[config.mk]
export PLATFORM = sky130hd
export DESIGN_NAME = sb_drain_ctrl
export DESIGN_NICKNAME = d
export VERILOG_FILES = /design/src/rtl/sb_drain_ctrl.sv
export SDC_FILE = /design/constraint.sdc
export NUM_CORES = 1
export LEC_CHECK = 0
export BUFFER_PORTS_ARGS = -buffer_cell sky130_fd_sc_hd__buf_2
export CAP_MARGIN = 30
export CORE_ASPECT_RATIO = 0.6
export CORE_UTILIZATION = 45
export DETAILED_ROUTE_END_ITERATION = 10
export GPL_ROUTABILITY_DRIVEN = 0
export GPL_TIMING_DRIVEN = 0
export PLACE_DENSITY = 0.71
export SETUP_SLACK_MARGIN = 0.05
export SYNTH_ARGS = -nofsm -noshare
export SYNTH_HDL_FRONTEND = slang
export SYNTH_SLANG_ARGS = --single-unit
[constraint.sdc]
create_clock -name clk -period 1.8 [get_ports clk]
set_clock_uncertainty 0.1 [all_clocks]
set_input_delay 0.09 -clock clk [delete_from_list [all_inputs] [get_ports clk]]
set_output_delay 0.09 -clock clk [all_outputs]
set_load 0.005 [all_outputs]
[src/rtl/sb_drain_ctrl.sv]
// Store-buffer drain: moves the head entry to the dcache write port, arbitrating against loads.
// Latency go->wr_valid 1 cycle, earliest pop 2; wr_* held until wr_ready, NACKs re-issued after backoff.
module sb_drain_ctrl #(
  parameter int ADDR_W     = 32,
  parameter int DATA_W     = 32,
  parameter int STARVE_MAX = 8,
  parameter int RETRY_WAIT = 4
) (
  input  logic                clk,
  input  logic                rst,
  input  logic                flush_i,
  input  logic                sb_valid_i,
  input  logic [ADDR_W-1:0]   sb_addr_i,
  input  logic [DATA_W-1:0]   sb_data_i,
  input  logic [DATA_W/8-1:0] sb_strb_i,
  input  logic                sb_full_i,
  output logic                sb_pop_o,
  input  logic                ld_req_i,
  output logic                ld_gnt_o,
  output logic                wr_valid_o,
  input  logic                wr_ready_i,
  output logic [ADDR_W-1:0]   wr_addr_o,
  output logic [DATA_W-1:0]   wr_data_o,
  output logic [DATA_W/8-1:0] wr_strb_o,
  input  logic                wr_resp_valid_i,
  input  logic                wr_resp_retry_i,
  input  logic                fence_req_i,
  output logic                fence_ack_o
);
  localparam int SC_W = $clog2(STARVE_MAX + 1);
  localparam int BC_W = (RETRY_WAIT > 1) ? $clog2(RETRY_WAIT) : 1;

  typedef enum logic [1:0] {IDLE, REQ, WAIT_RESP, BACKOFF} state_t;

  state_t          state;
  logic [SC_W-1:0] starve_cnt;
  logic [BC_W-1:0] backoff_cnt;
  logic            fence_pend;
  logic            flushed;
  logic            starved;
  logic            go;

  assign starved  = (starve_cnt == SC_W'(STARVE_MAX));
  assign go       = (state == IDLE) & sb_valid_i & !flush_i &
                    (!ld_req_i | starved | sb_full_i | fence_pend);
  assign ld_gnt_o = ld_req_i & (state == IDLE) & !go;
  // A flush seen at any point of the wait turns the eventual response into a no-op.
  assign sb_pop_o = (state == WAIT_RESP) & wr_resp_valid_i & !wr_resp_retry_i &
                    !flushed & !flush_i & !rst;

  always_ff @(posedge clk) begin
    if (rst) begin
      state       <= IDLE;
      starve_cnt  <= '0;
      backoff_cnt <= '0;
      fence_pend  <= 1'b0;
      fence_ack_o <= 1'b0;
      flushed     <= 1'b0;
      wr_valid_o  <= 1'b0;
      wr_addr_o   <= '0;
      wr_data_o   <= '0;
      wr_strb_o   <= '0;
    end else begin
      fence_ack_o <= 1'b0;
      if (flush_i) begin
        fence_pend <= 1'b0;
      end else if (fence_pend && state == IDLE && !sb_valid_i) begin
        fence_pend  <= 1'b0;
        fence_ack_o <= 1'b1;
      end else if (fence_req_i && !fence_pend && !fence_ack_o) begin
        fence_pend <= 1'b1;
      end

      if (flush_i || go) begin
        starve_cnt <= '0;
      end else if (state == IDLE && sb_valid_i && ld_req_i && !starved) begin
        starve_cnt <= starve_cnt + SC_W'(1);
      end

      case (state)
        IDLE: begin
          if (go) begin
            state      <= REQ;
            wr_valid_o <= 1'b1;
            wr_addr_o  <= sb_addr_i;
            wr_data_o  <= sb_data_i;
            wr_strb_o  <= sb_strb_i;
          end
        end
        REQ: begin
          if (flush_i) begin
            state      <= IDLE;
            wr_valid_o <= 1'b0;
          end else if (wr_ready_i) begin
            state      <= WAIT_RESP;
            wr_valid_o <= 1'b0;
          end
        end
        WAIT_RESP: begin
          if (flush_i) flushed <= 1'b1;
          if (wr_resp_valid_i) begin
            if (wr_resp_retry_i && !flushed && !flush_i) begin
              state       <= BACKOFF;
              backoff_cnt <= BC_W'(RETRY_WAIT - 1);
            end else begin
              state   <= IDLE;
              flushed <= 1'b0;
            end
          end
        end
        BACKOFF: begin
          if (flush_i) begin
            state <= IDLE;
          end else if (backoff_cnt == '0) begin
            state      <= REQ;
            wr_valid_o <= 1'b1;
          end else begin
            backoff_cnt <= backoff_cnt - BC_W'(1);
          end
        end
        default: state <= IDLE;
      endcase
    end
  end
endmodule

==> results of run 1 <==
-- registers in the layout (all words and copies together), names as in the netlist --
name / count
wr_addr_o: 32
fence_ack_o: 1
wr_data_o: 32
flushed: 1
backoff_cnt: 2
fence_pend: 1
wr_strb_o: 4
starve_cnt: 4
state: 2
wr_valid_o: 1
-- power groups by stage --
stage	clock [mW]	sequential [mW]	combinational, mW
2_1_floorplan	0	1.94	0.301
3_5_place_dp	0	1.93	0.537
6_report	1.93	1.89	0.746
4_1_cts	1.97	1.89	0.678
3_3_place_gp	0	1.93	0.526
5_1_grt	2.04	1.90	0.805
-- repair_timing --
item,in CTS,in global routing
gates cloned,0,7
pin swaps,4,4
endpoints found under the hold margin,70,0
buffers inserted,10,5
hold buffers,71,0
gates resized for setup,16,15
setup endpoints to repair,74,77
-- how the worst max path moves through the flow --
stage,from,endpoint,slack [ps],cells after the start
after CTS,state[1],ld_gnt_o,-10,5
final,state[1],wr_data_o[13],-80,6
after floorplan,state[0],wr_addr_o[10],130,5
after global placement,starve_cnt[0],wr_addr_o[31],-40,7
after detailed placement,starve_cnt[0],wr_data_o[9],-110,7
after global routing,starve_cnt[1],ld_gnt_o,-110,7
-- layout make-up --
cell class / count / area [sq um]
inverter: 9 / 33.8
timing repair buffer: 241 / 1760
clock inverter: 4 / 70.1
sequential: 80 / 1610
tap: 108 / 135
multi-input combinational: 260 / 2020
clock buffer: 10 / 239
fill: 542 / 1950
buffer: 27 / 223
-- per-layer routing --
layer	vias up	GRT usage	wire length, um
li1	1750	-	-
met1	1644	0.293	4870
met2	136	0.393	5040
met3	18	0.0805	819
met4	0	0.0727	140
met5	-	0	0
-- worst max-delay path: cells and delay by family (launching register included) --
kind,cells,cell delay (ps)
buffers and inverters,3,510
and+or+nand+nor,1,420
DFF,1,330
AOI/OAI and AO/OA,1,210
muxes,1,210
-- kinds of logic after synthesis --
family / after synthesis
flops: 80
compound gates: 27
fa+ha+maj: 3
simple gates: 162
mux: 68
buf+inv: 37
-- synth_stat cells (all sizes together) (2+ instances only) --
cell type,instances
clkbuf,20
inv,9
or3b,2
nor2b,2
and3b,2
a21oi,5
nand3,4
nor4bb,2
dfxtp,80
mux2i,68
o21ai,7
nor2,2
buf,8
nand2b,136
a211oi,9
ha,3
nor3b,2
nand2,2
-- through the flow --
stage / util / cell area, sq um / setup WS (ps) / power, mW / instances
after floorplan: - / 3800 / 131 / 2.24 / 377
after CTS: 0.726 / 5830 / -11.8 / 4.54 / 728
after global routing: 0.758 / 6090 / -114 / 4.75 / 739
after detailed placement: 0.582 / 4680 / -108 / 2.47 / 633
final: 0.758 / 6090 / -77.4 / 4.58 / 739
after global placement: 0.582 / 4680 / -37.3 / 2.45 / 633
==> reports/metrics.csv, run 1 <==
stage;metric;value;unit
status;status;finished with violations;
status;failed_checks;setup timing;
pwr;cell_internal_pwr;3.54;mW
logic_synthesis;synth_top_area_share;0.421;
logic_synthesis;synth_enable_flop_cells;0;
die;ios;150;
cts;clock_insertion_delay_worst_skew;340;ps
pwr;vdd_ir_drop_max;0.544;mV
grt;grt-ovfl-total;0;
final_layout;nets;709;
sta;crit_path_time_final;1880;ps
grt;grt_max_degree;13;
sta;setup-tns-final;-728;ps
sta;timing.final.ws_setup;-77.4;ps
sta;tightestPinTransition;453;ps
logic_synthesis;synth.area.mux_share;0.179;
logic_synthesis;yosys.area_share.xor_xnor;0;
setup_path;cp_cell_sequence;or3b_4 > a311oi_4 > buf_6 > buf_12 > clkbuf_16 > mux2i_1;
logic_synthesis;post_synth.cell_area_avg;10.1;sq um
drt;number_of_design_rule_violations_left_by_the_first_detailed_router_iteration;155;
cts;cts_inserted_buffers;9;
setup_path;timing.critical_path.slowest_stage_cell;or3b_4;
setup_path;biggest_cell_delay_along_the_critical_path;420;ps
pwr;p_leak;2.67;nW
sta;final_hold_viol_count;0;
die;die_height;73.2;um
logic_synthesis;yosys-top-cells-area;dfxtp_1 (42%), nand2b_1 (22%), mux2i_1 (18%), buf_12 (3.7%), clkbuf_1 (2.0%);
sta;slew_violations;0;
die;placeableCoreArea;8040;sq um
setup_path;reg2reg_depth;6;
drt;drt_wl_total;10900;um
final_layout;layout_common_cells;buf_2 (148), nand2b_1 (136), dfxtp_1 (76);
placement;post-dp-hpwl;6580;um
die;fp-row-count;25;
pwr;powerDensity;751;nW/um^2
final_layout;layout.cells.most_common;buf_2;
min_path;min_delay_endpoint;wr_valid_o;
run;max_cap_violations;0;
grt;grt_first_pass_wirelength;16200;um
logic_synthesis;yosysTopAreaCell;dfxtp_1;
pwr;sw_frac_of_total;0.227;
grt;grt_use_total;0.237;
drt;num_vias;3548;
pwr;power_switching;1.04;mW
setup_path;rr_startpoint;state[1];
final_layout;drive_gt1_frac;0.339;
cts;tritoncts;built;
logic_synthesis;synth_seq_cells;80;
setup_path;timing.critical_path.arrival;2030;ps
logic_synthesis;ys_dominant_reg_cell;dfxtp_1;
logic_synthesis;ys_async_sr_fraction;0;
logic_synthesis;netlist_instances;377;
logic_synthesis;synth-compound-area-share;0.0484;
logic_synthesis;main_combinational_cell_family_by_area_after_synthesis;simple AND/OR/NAND/NOR gates;
cts;number_of_clock_sinks;80;
cts;root_buffer;clkbuf_16;
die;die_w;121;um
min_path;timing.hold.worst.start;wr_ready_i;
setup_path;crit_path_max_fanout;9;
setup_path;regToRegEndpoint;wr_data_o[13];
sta;grt_setup_unrepaired;yes;
sta;maxSlewHeadroom;0.698;
pwr;clock_power_share;0.423;
setup_path;worst-endpoint-required;1950;ps
grt;grt_antenna_before_repair;0;
die;initial_utilization;0.473;
logic_synthesis;synth_cell_type_count;35;
drt;post_detailed_route_drc_marker_count;0;
setup_path;worst-r2r-setup-slack;-80;ps
cts;cts_htree_levels;3;
sta;report.final.setup_viol;36;
drt;first_pass_iters;4;
sta;fin_worst_hold_slack;15.6;ps
drt;drt.antenna.violating_nets;0;
pwr;p_comb_frac;0.163;
die;die_area;8830;sq um
grt;first_global_vias;3340;
setup_path;critPathCaptureType;register;
final_layout;num_antenna_cells;0;
logic_synthesis;synth_simple_gate_area_frac;0.273;
cts;cts_buffer_depth;2;
sta;period_share;1.04;
min_path;min_delay_path_depth;4;
setup_path;start_kind;register;
pwr;fraction_of_power_consumed_by_sequential_logic;0.414;
logic_synthesis;synth_warnings;0;
logic_synthesis;synth_area;3800;sq um
drt;viasPerCell;4.80;
cts;path_clk_slew;60;ps
drt;route.detailed.wl_per_inst;14.7;um
setup_path;path_class;reg2reg;
sta;fmax;533;MHz
logic_synthesis;syn-num-nets;458;
placement;port-buffer-count;148;
logic_synthesis;synth_sequential_area_ratio;0.421;
logic_synthesis;synth-adder-area-share;0.00987;
min_path;worstHoldPathType;in2reg;
final_layout;flow.area_growth_from_synthesis;60.3;%
Power figures use the tool's default switching activity.
==> run 2: changes to the inputs <==
--- a/config.mk
+++ b/config.mk
@@ -7,7 +7,7 @@
 export LEC_CHECK = 0
 export BUFFER_PORTS_ARGS = -buffer_cell sky130_fd_sc_hd__buf_2
 export CAP_MARGIN = 30
-export CORE_ASPECT_RATIO = 0.6
+export CORE_ASPECT_RATIO = 1.4
 export CORE_UTILIZATION = 45
 export DETAILED_ROUTE_END_ITERATION = 10
 export GPL_ROUTABILITY_DRIVEN = 0
==> run 2 against run 1 <==
Effect of this change:
- the flow still finishes with violations (setup timing)
- maximum frequency increased by 3.6%
- final area decreased by 4.0%
- total power shrank 7.9%
- critical path depth shrank 1
- combinational power is 5.9% lower
- count of clock-buffer cells in the layout stayed put
- first-iteration DRC count decreased by 50%
- sequential share of layout area is 1.1 points higher
- clock power is 16% lower
- setup slack improved by 66 ps
- sequential cell count unchanged
- cell count is 1.9% lower
- critical path type is now reg2out
- critical endpoint is now ld_gnt_o
- highest routed layer unchanged
==> reports/metrics.csv, run 2 (synthesis gave the netlist of run 1 again) <==
stage;metric;value;unit
drt;post_detailed_route_drc_marker_count;0;
run;max_cap_violations;0;
grt;grt-ovfl-total;0;
die;die_height;111;um
sta;fmax;552;MHz
pwr;vdd_ir_drop_max;0.575;mV
die;ios;150;
drt;viasPerCell;4.84;
sta;timing.final.ws_setup;-11.6;ps
drt;number_of_design_rule_violations_left_by_the_first_detailed_router_iteration;78;
setup_path;worst-r2r-setup-slack;-10;ps
drt;first_pass_iters;6;
drt;num_vias;3511;
status;failed_checks;setup timing;
cts;tritoncts;built;
final_layout;layout.cells.most_common;buf_2;
die;placeableCoreArea;8200;sq um
grt;first_global_vias;3652;
min_path;timing.hold.worst.start;fence_req_i;
sta;fin_worst_hold_slack;43.2;ps
die;die_area;8820;sq um
grt;grt_use_total;0.240;
final_layout;drive_gt1_frac;0.319;
min_path;min_delay_endpoint;fence_pend;
cts;clock_insertion_delay_worst_skew;320;ps
cts;root_buffer;clkbuf_16;
final_layout;fillerInstances;598;
grt;grt_max_degree;13;
setup_path;path_class;reg2out;
drt;drt_wl_total;10400;um
sta;setup-tns-final;-20.8;ps
placement;placedInstanceArea;4670;sq um
sta;crit_path_time_final;1810;ps
drt;route.detailed.wl_per_inst;14.4;um
setup_path;crit_path_max_fanout;4;
min_path;min_delay_path_depth;3;
setup_path;start_kind;register;
min_path;worstHoldPathType;in2reg;
final_layout;flow.area_growth_from_synthesis;53.9;%
cts;path_clk_slew;60;ps
cts;number_of_clock_sinks;80;
drt;drt.antenna.violating_nets;0;
die;initial_utilization;0.464;
setup_path;regToRegEndpoint;wr_data_o[20];
sta;grt_setup_unrepaired;yes;
sta;report.final.setup_viol;3;
setup_path;reg2reg_depth;6;
sta;slew_violations;0;
placement;port-buffer-count;148;
sta;final_hold_viol_count;0;
status;status;finished with violations;
final_layout;num_antenna_cells;0;
sta;period_share;1.01;
setup_path;rr_startpoint;state[1];
die;die_w;79.7;um
final_layout;top_regs;wr_addr_o: 32 flops, wr_data_o: 32 flops;
pwr;powerDensity;720;nW/um^2
grt;grt_first_pass_wirelength;16600;um
pwr;totalPowerFinal;4.21;mW
final_layout;finish.utilization;0.714;
placement;post-dp-hpwl;6540;um
setup_path;critPathCaptureType;output port;
cts;cts_inserted_buffers;9;
final_layout;nets;701;
sta;tightestPinTransition;475;ps
cts;cts_htree_levels;3;
setup_path;timing.critical_path.arrival;1620;ps
final_layout;layout_common_cells;buf_2 (148), nand2b_1 (136), dfxtp_1 (76);
setup_path;worst-endpoint-required;1610;ps
final_layout;final_design_area_no_fill;5850;sq um
sta;maxSlewHeadroom;0.684;
grt;grt_antenna_before_repair;0;
cts;cts_buffer_depth;2;
pwr;p_leak;2.56;nW
die;fp-row-count;39;
run 2: worst max-delay path by stage:
stage / startpoint / end / slack (ps) / cells after the start
after floorplan: state[0] / wr_addr_o[10] / 130 / 5
after global placement: starve_cnt[0] / wr_data_o[20] / -30 / 7
after detailed placement: starve_cnt[0] / wr_data_o[19] / -110 / 7
after CTS: state[1] / ld_gnt_o / -4 / 5
after global routing: starve_cnt[0] / ld_gnt_o / -60 / 7
final: state[1] / ld_gnt_o / -10 / 5
run 2: worst max-delay path: stages (launching register included):
cell	delay, ps
dfxtp_2	330
or3b_4	400
a311oi_2	220
buf_6	160
nor4b_4	40
buf_2	140
run 2: where the power goes:
| group | internal (mW) | switching [mW] | total (mW) |
|---|---|---|---|
| logic | 0.426 | 0.276 | 0.702 |
| registers | 1.85 | 0.0437 | 1.90 |
| clock network | 0.947 | 0.668 | 1.62 |
run 2: what timing repair did:
action,CTS,global route
setup endpoints to repair,74,72
buffers inserted,7,4
gates resized for setup,15,3
gates cloned,0,2
endpoints found under the hold margin,71,0
pin swaps,4,1
hold buffers,71,0
run 2: final cells by class:
type                            count  area, sq um  area share
Multi-Input combinational cell    260         1990       0.340
Timing Repair Buffer              232         1600       0.273
Clock inverter                      4         22.5     0.00385
Buffer                             28          231      0.0396
Clock buffer                       10          239      0.0409
Inverter                            9         33.8     0.00578
Sequential cell                    80         1610       0.275
Tap cell                          102          128      0.0218
run 2: through the flow:
| step | cells | setup WS, ps |
|---|---|---|
| 3_3_place_gp | 627 | -27.2 |
| 6_report | 725 | -11.6 |
| 2_1_floorplan | 377 | 131 |
| 3_5_place_dp | 627 | -111 |
| 5_1_grt | 725 | -63.1 |
| 4_1_cts | 719 | -3.73 |
run 2: metal layers:
metal  track usage  share of wire  vias to the layer above
li1              -              -                     1738
met1         0.253           0.39                     1626
met2         0.439           0.53                      121
met3        0.0412          0.046                       26
met4         0.122          0.032                        0
met5             0              0                        -
